==> src/rtl/multi_pattern_detector_pkg.sv <==
// Shared helpers for the multi-channel serial pattern detector.
package multi_pattern_detector_pkg;

  // Width needed to hold a pattern length in the range 0..maxlen.
  function automatic int calc_lenw(input int maxlen);
    return $clog2(maxlen + 1);
  endfunction

  // A channel is only armed when its length is within 1..maxlen.
  function automatic logic len_ok(input int len, input int maxlen);
    return (len >= 1) && (len <= maxlen);
  endfunction

  // Low bit index of channel idx inside a flattened per-channel bus.
  function automatic int slice_lo(input int idx, input int width);
    return idx * width;
  endfunction

endpackage

==> src/rtl/multi_pattern_detector_pattern_channel.sv <==
// One detector channel: window compare against the latched pattern,
// fill counter (fresh bits seen), registered match pulse and a
// saturating hit counter.
module pattern_channel
  import multi_pattern_detector_pkg::*;
#(
  parameter  int MAXLEN = 8,
  parameter  int CNTW   = 8,
  localparam int LENW   = calc_lenw(MAXLEN)
) (
  input  logic              clk,
  input  logic              reset,
  input  logic              restart,
  input  logic              bit_valid,
  input  logic              overlap,
  input  logic [MAXLEN-1:0] hist_next,
  input  logic              en,
  input  logic [LENW-1:0]   len,
  input  logic [MAXLEN-1:0] pat,
  input  logic              clr_cnt,
  output logic              match,
  output logic [CNTW-1:0]   hit_cnt
);

  logic [LENW-1:0]   fill_q;
  logic [LENW-1:0]   fill_d;
  logic [LENW:0]     fill_inc;
  logic [MAXLEN-1:0] window;
  logic [MAXLEN-1:0] mask;
  logic              len_good;
  logic              full;
  logic              equal;
  logic              hit;
  logic              match_q;
  logic [CNTW-1:0]   cnt_q;

  // Window/pattern compare and fill-counter next state for the incoming bit.
  always_comb begin
    window   = '0;
    mask     = '0;
    len_good = len_ok(int'(len), MAXLEN);
    if (len_good) begin
      // Newest bit sits at the MSB, so the top len bits shifted down
      // leave the oldest bit of the window at bit 0, aligned with pat[0].
      window = hist_next >> (MAXLEN - int'(len));
    end
    for (int k = 0; k < MAXLEN; k++) begin
      mask[k] = (k < int'(len));
    end
    equal    = (((window ^ pat) & mask) == '0);
    fill_inc = {1'b0, fill_q} + 1'b1;
    full     = (fill_inc >= {1'b0, len});
    hit      = bit_valid & en & len_good & full & equal;
    fill_d   = fill_q;
    if (bit_valid) begin
      if (hit && !overlap) begin
        fill_d = '0;
      end else if (fill_q < len) begin
        fill_d = fill_q + 1'b1;
      end
    end
  end

  // Fill counter and one-cycle match register; a config reload restarts both.
  always_ff @(posedge clk) begin
    if (reset || restart) begin
      fill_q  <= '0;
      match_q <= 1'b0;
    end else begin
      fill_q  <= fill_d;
      match_q <= hit;
    end
  end

  // Saturating hit counter; clear has priority over a coincident hit.
  always_ff @(posedge clk) begin
    if (reset || clr_cnt) begin
      cnt_q <= '0;
    end else if (hit && (cnt_q != '1)) begin
      cnt_q <= cnt_q + 1'b1;
    end
  end

  assign match   = match_q;
  assign hit_cnt = cnt_q;

endmodule

==> src/rtl/multi_pattern_detector.sv <==
// Serial multi-pattern detector: a shared bit history feeds NPAT
// independently configured channels. Stream qualifier: a bit is
// consumed on a rising edge only when in_valid=1 (no back-pressure);
// a cfg_load in the same cycle discards that bit.
module multi_pattern_detector
  import multi_pattern_detector_pkg::*;
#(
  parameter  int NPAT   = 2,
  parameter  int MAXLEN = 8,
  parameter  int CNTW   = 8,
  localparam int LENW   = calc_lenw(MAXLEN)
) (
  input  logic                   clk,
  input  logic                   reset,
  input  logic                   in_valid,
  input  logic                   in,
  input  logic                   overlap,
  input  logic                   cfg_load,
  input  logic [NPAT-1:0]        cfg_en,
  input  logic [NPAT*LENW-1:0]   cfg_len,
  input  logic [NPAT*MAXLEN-1:0] cfg_pat,
  input  logic                   clr_cnt,
  output logic [NPAT-1:0]        match,
  output logic                   z,
  output logic [NPAT*CNTW-1:0]   hit_cnt
);

  // Only the upper MAXLEN-1 history bits survive to the next compare,
  // so the register is one bit shorter than the window.
  logic [MAXLEN-2:0]      hist_q;
  logic [MAXLEN-1:0]      hist_next;
  logic                   bit_valid;
  logic [NPAT-1:0]        en_q;
  logic [NPAT*LENW-1:0]   len_q;
  logic [NPAT*MAXLEN-1:0] pat_q;

  assign bit_valid = in_valid & ~cfg_load;
  assign hist_next = {in, hist_q};

  // Shared history shift register, newest bit entering at the top.
  always_ff @(posedge clk) begin
    if (reset || cfg_load) begin
      hist_q <= '0;
    end else if (in_valid) begin
      hist_q <= hist_next[MAXLEN-1:1];
    end
  end

  // Configuration latch; all channels stay disabled until the first load.
  always_ff @(posedge clk) begin
    if (reset) begin
      en_q  <= '0;
      len_q <= '0;
      pat_q <= '0;
    end else if (cfg_load) begin
      en_q  <= cfg_en;
      len_q <= cfg_len;
      pat_q <= cfg_pat;
    end
  end

  for (genvar g = 0; g < NPAT; g++) begin : g_ch
    pattern_channel #(
      .MAXLEN (MAXLEN),
      .CNTW   (CNTW)
    ) u_ch (
      .clk       (clk),
      .reset     (reset),
      .restart   (cfg_load),
      .bit_valid (bit_valid),
      .overlap   (overlap),
      .hist_next (hist_next),
      .en        (en_q[g]),
      .len       (len_q[slice_lo(g, LENW) +: LENW]),
      .pat       (pat_q[slice_lo(g, MAXLEN) +: MAXLEN]),
      .clr_cnt   (clr_cnt),
      .match     (match[g]),
      .hit_cnt   (hit_cnt[slice_lo(g, CNTW) +: CNTW])
    );
  end

  assign z = |match;

endmodule
==> config.mk <==
export PLATFORM = sky130hd
export DESIGN_NAME = multi_pattern_detector
export DESIGN_NICKNAME = d
export VERILOG_FILES = /design/src/rtl/multi_pattern_detector_pkg.sv /design/src/rtl/multi_pattern_detector_pattern_channel.sv /design/src/rtl/multi_pattern_detector.sv
export SDC_FILE = /design/constraint.sdc
export NUM_CORES = 1
export LEC_CHECK = 0
export CAP_MARGIN = 20
export CORE_UTILIZATION = 61
export DETAILED_ROUTE_END_ITERATION = 8
export PLACE_DENSITY = 0.88
export SLEW_MARGIN = 20
export SYNTH_ARGS = -nofsm -noshare
export SYNTH_HDL_FRONTEND = slang
export SYNTH_SLANG_ARGS = --single-unit
==> constraint.sdc <==
create_clock -name clk -period 6.98 [get_ports clk]
set_clock_uncertainty 0.05 [all_clocks]
set_input_delay 1.047 -clock clk [delete_from_list [all_inputs] [get_ports clk]]
set_output_delay 1.047 -clock clk [all_outputs]
set_load 0.03 [all_outputs]
==> run_results.csv, run 1 <==
group,metric,value,unit
outcome,status,"finished, final reports clean",
critical_path,reg2reg_to,"g_ch[0].u_ch.hit_cnt[4]$_SDFFE_PP0P_",
finish,antenna_cells,0,
critical_path,slowest_delay,0.88,ns
critical_path,crit_chain,"inv_1 > ha_1 > inv_1 > a2111oi_0 > a41oi_1 > o22ai_1 > a311oi_1 > nand4bb_1 > or4b_2 > a21oi_1",
critical_path,r2r_cells,10,
timing,tightest_slew,0.8944,ns
floorplan,coreArea,6869,um2
min_path,min_from,"g_ch[0].u_ch.hit_cnt[5]$_SDFFE_PP0P_",
global_routing,grt_antenna_before_repair,0,
critical_path,cp_data_arrival_time,4.83,ns
finish,fin_nets,613,
global_routing,grt_max_degree,32,
clock_tree,cts-root-buf,"clkbuf_8",
power_and_ir_drop,ir_drop,0.1088,mV
detailed_routing,final_antenna_net_count,0,
detailed_routing,wl_per_cell,16.47,um
min_path,hold_depth,2,
power_and_ir_drop,power.total,0.8503,mW
yosys,syn_area,4385,um2
timing,rsz0062_at_grt,"false",
floorplan,start_util,0.6384,
placed_design,gp_congestion,0.9468,
critical_path,r2r_setup_slack,2.37,ns
critical_path,cpMostUsedCell,"inv_1",
timing,slew_headroom,0.3982,
placed_design,io_buffers,51,
timing,fin_ws,2.372,ns
critical_path,reg2reg_from,"len_q[1]$_SDFFE_PP0P_",
clock_tree,cts_buffer_depth,2,
timing,fin_crit,4.608,ns
finish,drive_gt1_frac,0.07308,
global_routing,overflow,0,
min_path,hp-class,"reg2reg",
critical_path,critPathRequiredTime,7.21,ns
timing,fin_crit_sh,0.6601,
flow_run,drv_cap,0,
clock_tree,cts_tree,"done",
finish,area_growth,15.04,%
yosys,synth_edf_count,0,
clock_tree,h-tree-depth,3,
clock_tree,clock-sinks,59,
yosys,ys_ff_latch,59,
floorplan,ios,52,
detailed_routing,firstDrtPassIters,5,
yosys,synthArstFlopShare,0,
critical_path,crit_type,"reg2reg",
detailed_routing,num_vias,4190,
timing,setup_viol,0,
placed_design,hpwl,7.440,mm
clock_tree,cts_buffers,9,
critical_path,cp_top_family,"simple AND/OR/NAND/NOR gates",
clock_tree,cts.repair.resized,0,
floorplan,fp.dieH,86.79,um
min_path,min_to,"g_ch[0].u_ch.hit_cnt[5]$_SDFFE_PP0P_",
timing,tns,0,ns
floorplan,die_w,86.79,um
yosys,avgSynthCellArea,8.228,um2
floorplan,row_count,30,
yosys,synthFlopType,"dfxtp_1",
critical_path,end_kind,"flop",
global_routing,grt_use_total,0.2955,
timing,hold_viol_final,0,
yosys,syn-instance-count,533,
clock_tree,postCtsSetupRepairBufs,0,
global_routing,grt_pass1_wl,17.57,mm
clock_tree,clk_pin_slew,0.07,ns
global_routing,grt_pass1_vias,3811,
yosys,synthesis.nets,590,
detailed_routing,drc,0,
placed_design,place_worst_setup_slack,2.308,ns
power_and_ir_drop,p_leak,1.916,nW
clock_tree,ctsHoldBuffers,0,
timing,fmax,0.2170,GHz
critical_path,setup.worst_path.start_class,"flop",
detailed_routing,avgViaCountPerCell,6.377,
floorplan,die-area,7533,um2
critical_path,crit_slowest_cell,"or4b_2",
critical_path,crit_start,"len_q[1]$_SDFFE_PP0P_",
timing,maxSlewViolCount,0,
power_and_ir_drop,p_per_area,168.5,nW/um2
yosys,post_synth_num_cell_types,72,
detailed_routing,first_iter_violations,302,
critical_path,crit_fanout,23,
yosys,yosysWarnings,0,
yosys,ys_seq_area_frac,0.2693,
clock_tree,insertion_delay,0.34,ns
critical_path,path_buf_inv,2,
detailed_routing,wirelength,10.82,mm
-- final cells by class --
| type | instances | area [um2] |
|---|---|---|
| inverters | 16 | 60.06 |
| clock inverters | 4 | 47.55 |
| flip-flops and latches | 59 | 1181 |
| clock buffers | 12 | 165.2 |
| well taps | 96 | 120.1 |
| fillers | 513 | 1824 |
| multi-input cells | 417 | 2950 |
| repair buffers | 53 | 520.5 |
-- metal layers --
| layer | vias up | global-route usage | wire length [um] |
|---|---|---|---|
| li1 | 2026 | - | - |
| met1 | 1964 | 0.3769 | 4538 |
| met2 | 186 | 0.4975 | 5358 |
| met3 | 14 | 0.05810 | 809 |
| met4 | 0 | 0.1015 | 114 |
| met5 | - | 0 | 0 |
-- cells in the final DEF (no fill, tap or decap), drive strengths merged, types with 7 or more instances in the layout --
cell type      netlist  final
nand2b              14     14
clkbuf              22     12
or4                  7      7
xor2                 7      7
nor2                60     60
nand2               29     29
mux2i               52     52
nor2b                7      7
o211ai               9      9
a21oi               24     24
inv                 15     15
nor3                19     19
nand3               14     14
ha                  24     24
dfxtp               59     59
o21ai               29     29
clkdlybuf4s50        0     50
or3                  9      9
o31ai                7      7
-- through the flow --
stage / cell area (um2) / utilization / hold WS [ns] / cells
6_report: 5045 / 0.7344 / 0.4424 / 657
5_1_grt: 5045 / 0.7344 / 0.4713 / 657
4_1_cts: 5045 / 0.7344 / 0.4467 / 657
3_5_place_dp: 4832 / 0.7035 / 0.4379 / 641
3_3_place_gp: 4832 / 0.7035 / 0.4254 / 641
2_1_floorplan: 4385 / - / 0.4040 / 533
-- power breakdown --
| group | internal (mW) | total (mW) | leakage (nW) | switching (mW) |
|---|---|---|---|---|
| logic | 0.0698 | 0.152 | 1.33 | 0.0823 |
| clock network | 0.193 | 0.332 | 0.108 | 0.139 |
| registers | 0.346 | 0.366 | 0.481 | 0.0201 |
| total | 0.609 | 0.850 | 1.92 | 0.241 |
-- cells by family after synthesis --
logic type      share of synthesized area
flops                              0.2693
mux                                0.1529
compound gates                     0.1954
fa+ha+maj                         0.06847
buf+inv                           0.05791
simple gates                       0.2300
xor+xnor                          0.02596
-- state kept, by name, indices dropped and copies added, names as in the netlist --
signal,count
g_ch.u_ch.hit_cnt,16
g_ch.u_ch.fill_q,8
pat_q,16
en_q,2
hist_q,7
len_q,8
g_ch.u_ch.match,2
-- worst max path at each step --
stage                     depth (start not counted)                                   end
final                                            10  g_ch[0].u_ch.hit_cnt[4]$_SDFFE_PP0P_
after global routing                             10  g_ch[0].u_ch.hit_cnt[4]$_SDFFE_PP0P_
after CTS                                        10  g_ch[0].u_ch.hit_cnt[4]$_SDFFE_PP0P_
after detailed placement                          9  g_ch[0].u_ch.hit_cnt[4]$_SDFFE_PP0P_
after global placement                            9  g_ch[0].u_ch.hit_cnt[4]$_SDFFE_PP0P_
after floorplan                                  13  g_ch[1].u_ch.hit_cnt[4]$_SDFFE_PP0P_
-- worst register-to-register path: cells and delay by family, from the launching register on --
family,cells,cell delay [ns]
compound gates,5,1.25
simple gates,2,1.67
buf+inv,2,0.29
flops,1,0.57
fa+ha+maj,1,0.71
-- Yosys cell counts (3+ instances only) --
master	instances	area, um2
nor3b_1	5	37.54
nand2b_1	14	87.58
nor2b_1	7	43.79
and3_1	6	37.54
mux4_2	4	90.09
ha_1	24	300.3
inv_1	15	56.30
nand3_1	14	70.07
or2_2	4	25.02
nor4_1	5	31.28
dfxtp_1	59	1181
o31ai_1	7	52.55
buf_1	7	26.28
clkbuf_1	21	78.83
buf_6	3	33.78
nor3_1	19	95.09
o2111ai_1	3	26.28
o221ai_1	3	26.28
a211oi_1	6	45.04
nor2_1	60	225.2
or4_1	6	45.04
a31oi_1	5	31.28
a21oi_1	24	120.1
nand4_1	5	31.28
mux2i_1	52	520.5
mux2_2	3	33.78
a211o_1	5	43.79
xnor2_1	6	52.55
o21a_1	3	22.52
o211ai_1	9	67.56
buf_2	7	35.03
nand2_1	29	108.9
xor2_1	7	61.31
o21ai_0	27	135.1
a31o_2	3	26.28
or3_1	9	56.30
No activity file was read; power rests on OpenSTA's default activity.
==> run 2, diff against run 1 <==
--- a/config.mk
+++ b/config.mk
@@ -6,9 +6,9 @@
 export NUM_CORES = 1
 export LEC_CHECK = 0
 export CAP_MARGIN = 20
-export CORE_UTILIZATION = 61
+export CORE_UTILIZATION = 51
 export DETAILED_ROUTE_END_ITERATION = 8
-export PLACE_DENSITY = 0.88
+export PLACE_DENSITY = 0.79
 export SLEW_MARGIN = 20
 export SYNTH_ARGS = -nofsm -noshare
 export SYNTH_HDL_FRONTEND = slang
==> constraint.sdc (replaced) <==
create_clock -name clk -period 4.2 [get_ports clk]
set_clock_uncertainty 0.05 [all_clocks]
set_input_delay 0.63 -clock clk [delete_from_list [all_inputs] [get_ports clk]]
set_output_delay 0.63 -clock clk [all_outputs]
set_load 0.03 [all_outputs]
==> run 2 against run 1 <==
Effect of this change: clock-buffer cell count shrank 1; power grew 65%; setup slack lost 2.0 ns; final cell count grew 3.5%; critical path type unchanged.
==> run_results.csv, run 2 (same netlist as run 1, synthesis figures left out) <==
group,metric,value,unit
min_path,hp-class,"reg2reg",
critical_path,critPathRequiredTime,4.43,ns
power_and_ir_drop,pwr-share-seq,0.427,
power_and_ir_drop,p_int,0.9878,mW
floorplan,start_util,0.5311,
critical_path,crit_type,"reg2reg",
detailed_routing,avgViaCountPerCell,6.243,
clock_tree,clock-sinks,59,
floorplan,row_count,33,
floorplan,die-area,8974,um2
finish,multi_input_area,2950,um2
clock_tree,h-tree-depth,3,
timing,tightest_slew,0.7181,ns
detailed_routing,wl_per_cell,16.19,um
critical_path,end_kind,"flop",
clock_tree,cts-root-buf,"clkbuf_8",
detailed_routing,wl_met3,723,um
power_and_ir_drop,power.total,1.400,mW
clock_tree,cts_buffers,9,
clock_tree,postCtsSetupRepairBufs,0,
floorplan,die_w,94.73,um
global_routing,grt_pass1_wl,17.75,mm
global_routing,grt_use_total,0.2504,
finish,drive_gt1_frac,0.09391,
detailed_routing,wl_met2,5.258,mm
detailed_routing,drc,0,
placed_design,gp_congestion,0.9384,
power_and_ir_drop,p_per_area,272.3,nW/um2
critical_path,path_buf_inv,3,
floorplan,ios,52,
detailed_routing,num_vias,4245,
timing,fin_crit_sh,0.9217,
finish,final_util,0.6227,
clock_tree,cts_tree,"done",
placed_design,io_buffers,51,
floorplan,fp.dieH,94.73,um
global_routing,grt_max_degree,31,
clock_tree,ctsHoldBuffers,0,
detailed_routing,firstDrtPassIters,5,
timing,rsz0062_at_grt,"false",
finish,final_common_cell,"nor2_1",
timing,slew_headroom,0.5184,
power_and_ir_drop,p_leak,1.975,nW
critical_path,cpMostUsedCell,"inv_1",
finish,seqCellArea,1181,um2
power_and_ir_drop,ir_drop,0.1598,mV
critical_path,slowest_delay,0.57,ns
critical_path,setup.worst_path.start_class,"flop",
detailed_routing,final_antenna_net_count,0,
outcome,status,"finished, final reports clean",
clock_tree,insertion_delay,0.34,ns
critical_path,crit_slowest_cell,"ha_1",
timing,setup_viol,0,
clock_tree,cts.repair.resized,0,
floorplan,coreArea,8258,um2
finish,antenna_cells,0,
finish,area_growth,17.26,%
critical_path,crit_fanout,14,
power_and_ir_drop,power_switching,0.4125,mW
power_and_ir_drop,power.share.clock,0.375,
global_routing,overflow,0,
timing,maxSlewViolCount,0,
timing,fin_crit,3.871,ns
placed_design,hpwl,7.793,mm
power_and_ir_drop,p_comb_frac,0.197,
global_routing,grt_pass1_vias,3813,
timing,hold_viol_final,0,
finish,fin_nets,627,
timing,tns,0,ns
detailed_routing,highest_layer,"met4",
flow_run,drv_cap,0,
clock_tree,cts_buffer_depth,2,
global_routing,grt_antenna_before_repair,0,
clock_tree,clk_pin_slew,0.07,ns
critical_path,cp_data_arrival_time,4.10,ns
detailed_routing,wirelength,11.01,mm
power_and_ir_drop,swShare,0.2946,
detailed_routing,wl_met1,4.612,mm
finish,fillers,710,
detailed_routing,first_iter_violations,265,
timing,fmax,0.2583,GHz
finish,final_cell_mix,"nor2_1 (60), dfxtp_1 (59), mux2i_1 (52)",
critical_path,cp_top_family,"compound AO/OA/AOI/OAI gates",
critical_path,crit_chain,"inv_1 > ha_1 > inv_1 > a2111oi_0 > a41oi_1 > o22ai_1 > a311oi_1 > nand4bb_1 > buf_4 > or4_1 > a21oi_1",
-- run 2: cell count changes in the layout (fill, tap and decap cells not counted) --
cell      delta
clkbuf_8     -2
clkinv_2     +1
clkbuf_1     +1
buf_4       +14
-- run 2: power by group through the flow --
stage / sequential (mW) / clock [mW] / combinational [mW]
6_report: 0.598 / 0.526 / 0.276
2_1_floorplan: 0.600 / 0 / 0.197
5_1_grt: 0.600 / 0.560 / 0.301
3_5_place_dp: 0.611 / 0 / 0.269
3_3_place_gp: 0.610 / 0 / 0.264
4_1_cts: 0.598 / 0.537 / 0.271
-- run 2: final timing paths --
| path | start | to | slack [ns] | cells past startpoint |
|---|---|---|---|---|
| min | g_ch[0].u_ch.hit_cnt[4]$_SDFFE_PP0P_ | g_ch[0].u_ch.hit_cnt[4]$_SDFFE_PP0P_ | 0.46 | 2 |
| max reg2reg | len_q[1]$_SDFFE_PP0P_ | g_ch[0].u_ch.hit_cnt[7]$_SDFFE_PP0P_ | 0.33 | 11 |
| min reg2reg | g_ch[0].u_ch.hit_cnt[4]$_SDFFE_PP0P_ | g_ch[0].u_ch.hit_cnt[4]$_SDFFE_PP0P_ | 0.46 | 2 |
| max | len_q[1]$_SDFFE_PP0P_ | g_ch[0].u_ch.hit_cnt[7]$_SDFFE_PP0P_ | 0.33 | 11 |
-- run 2: worst register-to-register path, cell delays in order, from the launching register on --
cell	delay (ns)
dfxtp_1	0.52
inv_1	0.16
ha_1	0.57
inv_1	0.10
a2111oi_0	0.52
a41oi_1	0.20
o22ai_1	0.23
a311oi_1	0.07
nand4bb_1	0.44
buf_4	0.33
or4_1	0.47
a21oi_1	0.15
-- run 2: final cells by class --
cell class,count,share of cell area
Timing Repair Buffer,67,0.1217
Clock inverter,5,0.01022
Sequential cell,59,0.2297
Multi-Input combinational cell,417,0.5737
Tap cell,105,0.02555
Clock buffer,11,0.02749
Inverter,16,0.01168
-- run 2: metrics by stage --
stage	cells	setup WS [ns]	instance area, um2	hold WS (ns)
2_1_floorplan	533	0.6669	4385	0.4040
3_3_place_gp	664	0.4034	4949	0.4260
3_5_place_dp	664	0.2999	4949	0.4460
4_1_cts	680	0.4088	5142	0.4560
5_1_grt	680	0.1146	5142	0.4686
6_report	680	0.3289	5142	0.4597
-- run 2: layer usage --
layer	vias to the layer above	track usage
met5	-	0
met4	0	0.1364
met3	45	0.04750
met2	175	0.4107
met1	1974	0.3078
li1	2051	-
==> run 3, diff against run 2 <==
--- a/config.mk
+++ b/config.mk
@@ -9,7 +9,7 @@
 export CORE_UTILIZATION = 51
 export DETAILED_ROUTE_END_ITERATION = 8
 export PLACE_DENSITY = 0.79
-export SLEW_MARGIN = 20
+export SLEW_MARGIN = 25
 export SYNTH_ARGS = -nofsm -noshare
 export SYNTH_HDL_FRONTEND = slang
 export SYNTH_SLANG_ARGS = --single-unit
==> results of run 3 <==
Final layout, timing and power as in run 2 (identical DEF).
